`config.mk`:
```
export PLATFORM = sky130hd
export DESIGN_NAME = quadrature_step_gen
export DESIGN_NICKNAME = d
export VERILOG_FILES = /design/src/rtl/quad_pkg.sv /design/src/rtl/sync_chain.sv /design/src/rtl/quadrature_step_gen.sv
export SDC_FILE = /design/constraint.sdc
export NUM_CORES = 1
export LEC_CHECK = 0
export ABC_AREA = 1
export CORE_MARGIN = 4
export CORE_UTILIZATION = 40
export DETAILED_ROUTE_END_ITERATION = 10
export PLACE_DENSITY = 0.65
export SYNTH_ARGS = -nofsm -noshare
export SYNTH_HDL_FRONTEND = slang
export SYNTH_SLANG_ARGS = --single-unit
```
`constraint.sdc`:
```
create_clock -name clk -period 1.4 [get_ports clk]
set_input_delay 0.21 -clock clk [delete_from_list [all_inputs] [get_ports clk]]
set_output_delay 0.21 -clock clk [all_outputs]
set_load 0.02 [all_outputs]
```
`src/rtl/quad_pkg.sv`:
```
// ============================================================================
// Module   : quad_pkg
// Brief    : Shared FSM state type, direction levels and quadrature sequence
//            helpers for quadrature_step_gen.
// Revision : 1.0 - initial release
// ============================================================================
`default_nettype none

package quad_pkg;

    typedef enum logic [0:0] {
        ST_INIT  = 1'b0,
        ST_TRACK = 1'b1
    } state_t;

    localparam logic DIR_UP   = 1'b1;
    localparam logic DIR_DOWN = 1'b0;

    localparam logic [1:0] AB_00 = 2'b00;
    localparam logic [1:0] AB_10 = 2'b10;
    localparam logic [1:0] AB_11 = 2'b11;
    localparam logic [1:0] AB_01 = 2'b01;

    // Up: 00 -> 10 -> 11 -> 01 -> 00 ({A,B}, A leads B)
    function automatic logic [1:0] up_next(input logic [1:0] ab);
        case (ab)
            AB_00:   up_next = AB_10;
            AB_10:   up_next = AB_11;
            AB_11:   up_next = AB_01;
            default: up_next = AB_00;
        endcase
    endfunction

    // Down: 00 -> 01 -> 11 -> 10 -> 00
    function automatic logic [1:0] down_next(input logic [1:0] ab);
        case (ab)
            AB_00:   down_next = AB_01;
            AB_01:   down_next = AB_11;
            AB_11:   down_next = AB_10;
            default: down_next = AB_00;
        endcase
    endfunction

endpackage : quad_pkg

`default_nettype wire

```
`src/rtl/sync_chain.sv`:
```
// ============================================================================
// Module   : sync_chain
// Brief    : STAGES-deep, 2-bit-wide asynchronous-reset synchronizer.
// Revision : 1.0 - initial release
// ============================================================================
`default_nettype none

module sync_chain #(
    parameter int STAGES = 2
) (
    input  logic       clk_i,
    input  logic       rst_i,
    input  logic [1:0] d_i,
    output logic [1:0] q_o
);

    logic [1:0] stage_q [STAGES];

    always_ff @(posedge clk_i or posedge rst_i) begin
        if (rst_i) begin
            for (int i = 0; i < STAGES; i++) begin
                stage_q[i] <= 2'b00;
            end
        end else begin
            stage_q[0] <= d_i;
            for (int i = 1; i < STAGES; i++) begin
                stage_q[i] <= stage_q[i-1];
            end
        end
    end

    assign q_o = stage_q[STAGES-1];

endmodule : sync_chain

`default_nettype wire

```
`src/rtl/quadrature_step_gen.sv`:
```
// ============================================================================
// Module   : quadrature_step_gen
// Brief    : Quadrature encoder front end producing step/direction for an
//            up/down counter, with illegal-transition flag and tally.
// Options  : QUAD_GLITCH_FILTER_EN - adds a FILTER_LEN-cycle stability filter
//            between the synchronizer and the decoder.
// Revision : 1.0 - initial release
// ============================================================================
`default_nettype none

module quadrature_step_gen
    import quad_pkg::*;
#(
    parameter int SYNC_STAGES = 2,
    parameter int ERR_W       = 4,
    parameter int FILTER_LEN  = 3
) (
    input  logic             clk,
    input  logic             reset,
    input  logic             a_in,
    input  logic             b_in,
    output logic             step,
    output logic             up_down,
    output logic             err,
    output logic [ERR_W-1:0] err_cnt
);

`ifdef QUAD_GLITCH_FILTER_EN
    localparam int c_FILT_EN = 1;
`else
    localparam int c_FILT_EN = 0;
`endif

    // INIT must outlast every pipeline stage feeding the decoder.
    localparam int c_INIT_WAIT = SYNC_STAGES + c_FILT_EN * FILTER_LEN;
    localparam int c_ICW       = $clog2(c_INIT_WAIT + 1);

    logic [1:0] ab_s;
    logic [1:0] ab_dec;

    sync_chain #(
        .STAGES (SYNC_STAGES)
    ) u_sync (
        .clk_i (clk),
        .rst_i (reset),
        .d_i   ({a_in, b_in}),
        .q_o   (ab_s)
    );

`ifdef QUAD_GLITCH_FILTER_EN
    localparam int c_FCW = $clog2(FILTER_LEN + 1);

    logic [1:0]       cand_q;
    logic [1:0]       filt_q;
    logic [c_FCW-1:0] stab_q;

    // cand_q/stab_q track the current run; filt_q moves only once a run
    // reaches FILTER_LEN samples.
    always_ff @(posedge clk or posedge reset) begin
        if (reset) begin
            cand_q <= 2'b00;
            filt_q <= 2'b00;
            stab_q <= c_FCW'(FILTER_LEN);
        end else if (ab_s != cand_q) begin
            cand_q <= ab_s;
            stab_q <= c_FCW'(1);
            if (FILTER_LEN == 1) begin
                filt_q <= ab_s;
            end
        end else if (stab_q != c_FCW'(FILTER_LEN)) begin
            stab_q <= stab_q + 1'b1;
            if (stab_q + 1'b1 == c_FCW'(FILTER_LEN)) begin
                filt_q <= cand_q;
            end
        end
    end

    assign ab_dec = filt_q;
`else
    assign ab_dec = ab_s;
`endif

    state_t           state_q;
    logic [c_ICW-1:0] init_cnt_q;
    logic [1:0]       prev_ab_q;
    logic             step_q;
    logic             dir_q;
    logic             err_q;
    logic [ERR_W-1:0] err_cnt_q;

    always_ff @(posedge clk or posedge reset) begin
        if (reset) begin
            state_q    <= ST_INIT;
            init_cnt_q <= '0;
            prev_ab_q  <= 2'b00;
            step_q     <= 1'b0;
            dir_q      <= DIR_DOWN;
            err_q      <= 1'b0;
            err_cnt_q  <= '0;
        end else begin
            step_q <= 1'b0;
            err_q  <= 1'b0;
            case (state_q)
                ST_INIT: begin
                    if (init_cnt_q == c_ICW'(c_INIT_WAIT)) begin
                        prev_ab_q <= ab_dec;
                        state_q   <= ST_TRACK;
                    end else begin
                        init_cnt_q <= init_cnt_q + 1'b1;
                    end
                end
                ST_TRACK: begin
                    prev_ab_q <= ab_dec;
                    if (ab_dec == prev_ab_q) begin
                        step_q <= 1'b0;
                    end else if (ab_dec == up_next(prev_ab_q)) begin
                        step_q <= 1'b1;
                        dir_q  <= DIR_UP;
                    end else if (ab_dec == down_next(prev_ab_q)) begin
                        step_q <= 1'b1;
                        dir_q  <= DIR_DOWN;
                    end else begin
                        err_q <= 1'b1;
                        if (err_cnt_q != {ERR_W{1'b1}}) begin
                            err_cnt_q <= err_cnt_q + 1'b1;
                        end
                    end
                end
                default: state_q <= ST_INIT;
            endcase
        end
    end

    assign step    = step_q;
    assign up_down = dir_q;
    assign err     = err_q;
    assign err_cnt = err_cnt_q;

endmodule : quadrature_step_gen

`default_nettype wire
```
# After elaboration in Yosys (flattened, before gate mapping)
# Cells that the tools add are included.
[classes] shift=0 addsub=2 multipliers=0 reduce_logical=5 n_lt_le_gt_ge=0 bitwise_logic=5 n_eq_ne=9 muxes=21 div_mod_pow=0
[ops] operator="$mux W1" count=12
[ops] operator="$mux W2" count=6
[ops] operator="$pmux W2 S3" count=2
[ops] operator="$eq A2 B2 Y1" count=3
[ops] operator="$eq A2 B2 Y1 const B" count=3
[ops] operator="$not A1 Y1" count=5
[ops] operator="$reduce_and A5 Y1" count=1
[ops] operator="$add A4 B1 Y4 const B" count=1
[ops] operator="$ne A4 B4 Y1 const B" count=1
[ops] operator="$pmux W2 S2" count=1
[ops] operator="$reduce_and A3 Y1" count=1
[ops] operator="$add A2 B1 Y2 const B" count=1
[ops] operator="$eq A2 B1 Y1 const B" count=1
[ops] operator="$logic_not A2 Y1" count=1
[ops] operator="$ne A2 B2 Y1 const B" count=1
[ops] operator="$reduce_and A2 Y1" count=1
[ops] operator="$reduce_bool A2 Y1" count=1
[totals] mem_bits_rw=0 register_bits=16 latch_bits=0 out_inout_bits=7 input_bits=4 elab_cells=51 mem_bits_ro=0 memories=0

# Longest topological paths before layout
[logic_depth] word_depth=13 ltp_mapped=9 mapped_depth_nobuf=9

# Modules after synthesis
# From an unflattened synthesis, not the netlist that was laid out.
[hier_totals] cells_unflattened=82 hier_area_um2=747.0
[by_module_without_submodules] mod="quadrature_step_gen" area_each_um2=628.1 cells_each=75 seq_area_each_um2=300.3 n_inst=1
[by_module_without_submodules] mod="sync_chain" area_each_um2=118.9 cells_each=7 seq_area_each_um2=100.1 n_inst=1

# Worst setup path after synthesis
# No wires, ideal clock.
[synth_path] path_type="flip-flop to flip-flop" startpoint="reg err_cnt_q[0] (netlist: err_cnt[0])" endpoint="reg err_cnt_q[2] (netlist: err_cnt[2])" required_time_ps=1282 period_less_slack_ps=1190 arrival_time_ps=1073 path_slack_ps=210 setup_ps=118 stages_incl_launch_ff=6 path_cell_list="dfrtp_1 -> ha_1 -> nand3_1 -> nand2_4 -> nand2_1 -> nand2_1"
[synth_between] elab_chain_len=2
[synth_rtl] element="from (decl)" line_no="quadrature_step_gen.sv:89" rtl="logic [ERR_W-1:0] err_cnt_q;"
[synth_rtl] element="from (signal assigned)" line_no="quadrature_step_gen.sv:125" rtl="err_cnt_q <= err_cnt_q + 1'b1;"
[synth_rtl] element="branches (longest 2 deep; another with $add A4 B1 Y4)"
# Several ways; the timed one is not identified.
# A chain may end at the register's enable or synchronous reset.

# Worst setup path after layout
[layout_path] startpoint="reg err_cnt_q[2] (netlist: err_cnt[2])" endpoint="out err_cnt[2]"
[layout_rtl] element="to (decl)" line_no="quadrature_step_gen.sv:25" rtl="output logic [ERR_W-1:0] err_cnt"
# No word-level cell between the ends.

==> results.md <==
* Placement Cell Area at 865 um^2
* Vias per Instance at between 4 and 5
* Psw at ~0.42 mW
* Antenna fix cells at 0
* Post-CTS Hold Buffers at 0
* Remaining antenna violation count after routing at 0
* Num Clock Sinks at 16
* Synth cell types at 13
* Post-Syn Area at a little over 700 um^2
* Die Width at 50.4 um
* Run status: complete, no violations
* CP Launch Type: register
* Clock power share at 0.190
* H-tree depth at 1
* Design area at roughly 900 um^2
* Maximum clock frequency at around 0.79 GHz
* Setup CP Type: register to output port
* Final hold vios at 0
* Tot GR Track Use at 0.105
* Worst-path clk slew at approximately 0.08 ns
* Max stage delay on crit path at approximately 0.42 ns
* Final max-slew violation count at 0
* Fin crit share at 0.904
* Hold Path Class: primary input to async pin
* Syn Area/Cell at between 9 and 10 um^2
* RSZ-0062 raised after global routing: false
* Starting Density at 0.421
* Drt wl/cell at around 9 um
* Worst-path cell chain: dlygate4sd2_1
* # DRC at 0
* Buf/Inv on CP at 1
* Vias in the first global route at roughly 480
* Via count at 519
* Crit path required time at around 1.2 ns
* Syn_nets at between 80 and 90
* R2R Setup Slk at ~0.2 ns
* DR pass1 iterations at 4
* Total CTS buffers at 3
* Overflow after GRT at 0
* Final GP Congestion at just under 0.8
* Crit path max-delay family: flip-flops
* Slew at the pin with the worst max-slew slack at 0.266 ns
* Final Setup Violations at 0
* Share of cells above drive strength 1 at 0.149
* Antenna violations before repair at 0
* Crit Path Max Fanout at 5
* Synthesis-to-finish area growth at 22.3%
* WL final at 1050 um
* Rows at 15
* # IOs at 11
* Detailed router's first-iteration violation count at 9
* TritonCTS clock tree: done
* Pleak at between 0.4 and 0.5 nW
* Register share of total power at 0.495
* MaxCap Viol Count at 0
* # nets final at 102
* Worst-Skew Late Latency at between 0.2 and 0.3 ns
* Setup TNS at 0 ns
* Crit end category: output port
* Sequential cell area fraction in the yosys report at 0.557
* Mapped Cells at slightly below 80
* Postcts setup bufs at 0
* First-pass GRT wire length at 1920 um
* Root buf cell: clkbuf_4
* Slew HR at 0.822
* Combinational share of power at 0.315
* Port bufs at 10
* Longest Clk Path Bufs at 2
* Worst Skew at 0.000834 ns
* Core ar. at ~1700 um^2
* Max stage delay cell, worst path: dfrtp_1
* Die area at between 2000 and 3000 um^2
* Crit path DAT at ~1.1 ns
* Largest net degree at the start of global routing at 17
* Die H at 50.4 um
* Switching Fraction at 0.347
* P_int at 0.795 mW
* Hpwl dp at about 810 um
* Flops & latches, synth at 16
* PD cells at approximately 1400 nW/um^2
* Final worst path period need at ~1.3 ns
* Max IR drop VDD at 0.818 mV
* Yosys warnings at 0
[cell usage in the layout, fill, tap and decap left out]
master,netlist,routed
nand2_2,2,2
clkdlybuf4s50_1,0,3
clkbuf_4,0,3
nand2_4,2,2
xnor2_1,1,1
nor2_1,1,1
nor2_8,1,1
buf_4,0,2
nand2_1,33,33
nand3_1,6,6
o21ai_0,4,4
xor2_1,2,2
ha_1,2,2
dlygate4sd2_1,0,7
dfrtp_1,16,16
inv_2,4,4
inv_1,5,5
[final cells by class]
cell class                 count  area, um^2
multi-input combinational     54         284
tap                           25        31.3
clock buffer                   3        22.5
fill                         169         830
inverter                       9        33.8
timing repair buffer          12         106
sequential                    16         400
[through the flow]
stage | utilization | power [mW] | setup slack, ns | cells | hold slack [ns]
3_3_place_gp | 0.506 | 1.04 | 0.168 | 116 | 0.333
3_5_place_dp | 0.506 | 1.04 | 0.172 | 116 | 0.336
5_1_grt | 0.514 | 1.31 | 0.0582 | 119 | 0.226
4_1_cts | 0.514 | 1.23 | 0.127 | 119 | 0.226
2_1_floorplan | - | 0.873 | 0.210 | 79 | 0.124
6_report | 0.514 | 1.22 | 0.135 | 119 | 0.224
[kinds of logic (layout without fill, tap and decap cells)]
logic type | count (synthesis) | in the layout | share of synthesized area
simple gates | 45 | 45 | 0.296
buf+inv | 9 | 24 | 0.0470
fa+ha+maj | 2 | 2 | 0.0348
xor+xnor | 3 | 3 | 0.0366
flops | 16 | 16 | 0.557
compound gates | 4 | 4 | 0.0279
[state kept, by name (all words and copies together), names as in the netlist]
register,count
err_cnt,4
init_cnt_q,2
prev_ab_q,2
u_sync.q_o,2
u_sync.stage_q,2
err,1
state_q,1
step,1
up_down,1
[synth_stat cells]
cell type | count | area (um^2)
xor2_1 | 2 | 17.5
nand3_1 | 6 | 30.0
xnor2_1 | 1 | 8.76
nand2_4 | 2 | 22.5
dfrtp_1 | 16 | 400
inv_2 | 4 | 15.0
nand2_1 | 33 | 124
inv_1 | 5 | 18.8
ha_1 | 2 | 25.0
nor2_8 | 1 | 20.0
nor2_1 | 1 | 3.75
nand2_2 | 2 | 12.5
o21ai_0 | 4 | 20.0
[what timing repair did]
action,CTS,global route
resized for setup,7,0
endpoints found under the setup margin,7,0
endpoints found under the hold margin,0,0
[power by group through the flow]
stage / clock, mW / sequential [mW] / combinational, mW
3_5_place_dp: 0 / 0.613 / 0.431
4_1_cts: 0.241 / 0.601 / 0.389
3_3_place_gp: 0 / 0.611 / 0.428
6_report: 0.231 / 0.602 / 0.383
5_1_grt: 0.268 / 0.618 / 0.429
2_1_floorplan: 0 / 0.687 / 0.187
[final timing paths]
check,from,end,cells after the start
max,err_cnt[2]$_DFFE_PP0P_,err_cnt[2],1
min,reset,prev_ab_q[0]$_DFFE_PP0N_,3
max reg2reg,prev_ab_q[0]$_DFFE_PP0N_,err_cnt[2]$_DFFE_PP0P_,9
min reg2reg,u_sync.stage_q[2]$_DFF_PP0_,u_sync.q_o[0]$_DFF_PP0_,0
max in group asynchronous,reset,up_down$_DFFE_PP0P_,3
min in group clk,u_sync.stage_q[2]$_DFF_PP0_,u_sync.q_o[0]$_DFF_PP0_,0
[layer usage]
metal / wire (um) / GRT usage / vias to the layer above
met5: 0 / 0 / -
met4: 31 / 0.0807 / 0
met3: 48 / 0.0267 / 4
met2: 462 / 0.159 / 8
met1: 503 / 0.126 / 234
li1: - / - / 273
Note: power is estimated with default switching activity, not from simulation.
==> patch (same flow settings) <==
Build with the macro `QUAD_GLITCH_FILTER_EN` defined.
--- a/src/rtl/quadrature_step_gen.sv
+++ b/src/rtl/quadrature_step_gen.sv
@@ -9,2 +9,4 @@
 `default_nettype none
+
+`define QUAD_GLITCH_FILTER_EN
 
Behaviour: not the same (Yosys sat finds a counterexample within 10 cycles, from zero or initial values and one cycle with reset high).
==> patch against the original RTL <==
Sequential cell count is 7 higher; clock power rose by 33%; power rose by 50%; sequential share of layout area up 0.43 points; synthesized area grew 49%; critical endpoint is now err_cnt[3]; first-iteration DRC count increased by 78%; final area up 43%; setup slack worse by 0.059 ns; via count rose by 39%; highest routed layer unchanged; largest power group unchanged; routed wire length is 51% higher; combinational power increased by 60%.
==> patch: results <==
group,metric,value,unit
place,place.gp.congestion,0.756,
synthesis,syn_avg_cell_area,9.85,µm²
route,vias_per_cell,4.68,
power,power.leakage,0.000668,µW
worst_setup_path,r2r-end,"err_cnt[3]",
route,drt_iter0_drc,16,
global_routing,grt_pass1_vias,664,
clocking,clk_pin_slew_worst_paths,0.12,ns
layout,drive_gt1_share,12.9,%
worst_setup_path,worstPathArrival,1.11,ns
worst_setup_path,worstRegToRegCells,5,
synthesis,ys_seq_area_share,53.8,%
global_routing,grt_start_max_net_pins,13,
synthesis,syn-num-nets,118,
status,status,"finished, final reports clean",
clocking,clock_latency,0.31,ns
place,hpwl,1220,µm
global_routing,grt.total_usage,10.5,%
synthesis,ys_top_cells_by_count,"nand2_1, dfrtp_1, inv_1, nand3_1",
synthesis,yosysUniqueCellTypes,19,
timing,tightest_slew,0.302,ns
worst_setup_path,cpPeakStageDelay,0.44,ns
power,peakVddDrop,0.692,mV
layout,stdcell_count,154,
synthesis,synth_area_leaders,"dfrtp_1, nand2_1, ha_1",
[patch: worst min path at each step]
stage | to | slack [ns]
after global routing | state_q | 0.14
after detailed placement | u_sync.q_o[0] | 0.34
after global placement | u_sync.q_o[0] | 0.33
after CTS | state_q | 0.12
final | state_q | 0.12
after floorplan | ab_dec[0] | 0.21
[patch: cells by family after synthesis]
family,Yosys count,share of synthesized area [%]
fa+ha+maj,5,5.83
xor+xnor,8,6.53
compound gates,4,1.86
flops,23,53.8
buf+inv,14,6.18
simple gates,55,25.8
[patch: through the flow]
step                instance area (µm²)  total power (µW)  setup WS [ns]  hold WS (ns)
finish                             1260              1820         0.0762         0.120
CTS                                1260              1850         0.0624         0.122
global placement                   1240              1570          0.168         0.334
global route                       1260              1950        0.00676         0.136
detailed placement                 1240              1580          0.149         0.336
floorplan                          1070              1360          0.152         0.210
[patch: layout make-up]
type                       count  area [µm²]
inverter                      12        58.8
clock buffer                   4        26.3
tap                           30        37.5
multi-input combinational     72         429
fill                         240        1270
sequential                    23         578
timing repair buffer          13         126
[patch: routing by layer]
metal | up-vias | wire, µm | GRT usage (%)
met5 | - | 0 | 0
met4 | 0 | 47 | 6.65
met3 | 5 | 74 | 1.94
met2 | 14 | 682 | 15.6
met1 | 329 | 778 | 14.1
li1 | 373 | - | -
[patch: what timing repair did]
item	CTS	global route
hold buffers	0	0
resized for setup	7	0
setup endpoints to repair	7	0
[patch: report_power, final]
group / internal [µW] / total (µW) / leakage [µW] / switching, µW
clock network: 111 / 307 / 0.0000150 / 196
registers: 790 / 902 / 0.000277 / 112
logic: 252 / 612 / 0.000376 / 360
total: 1150 / 1820 / 0.000668 / 668
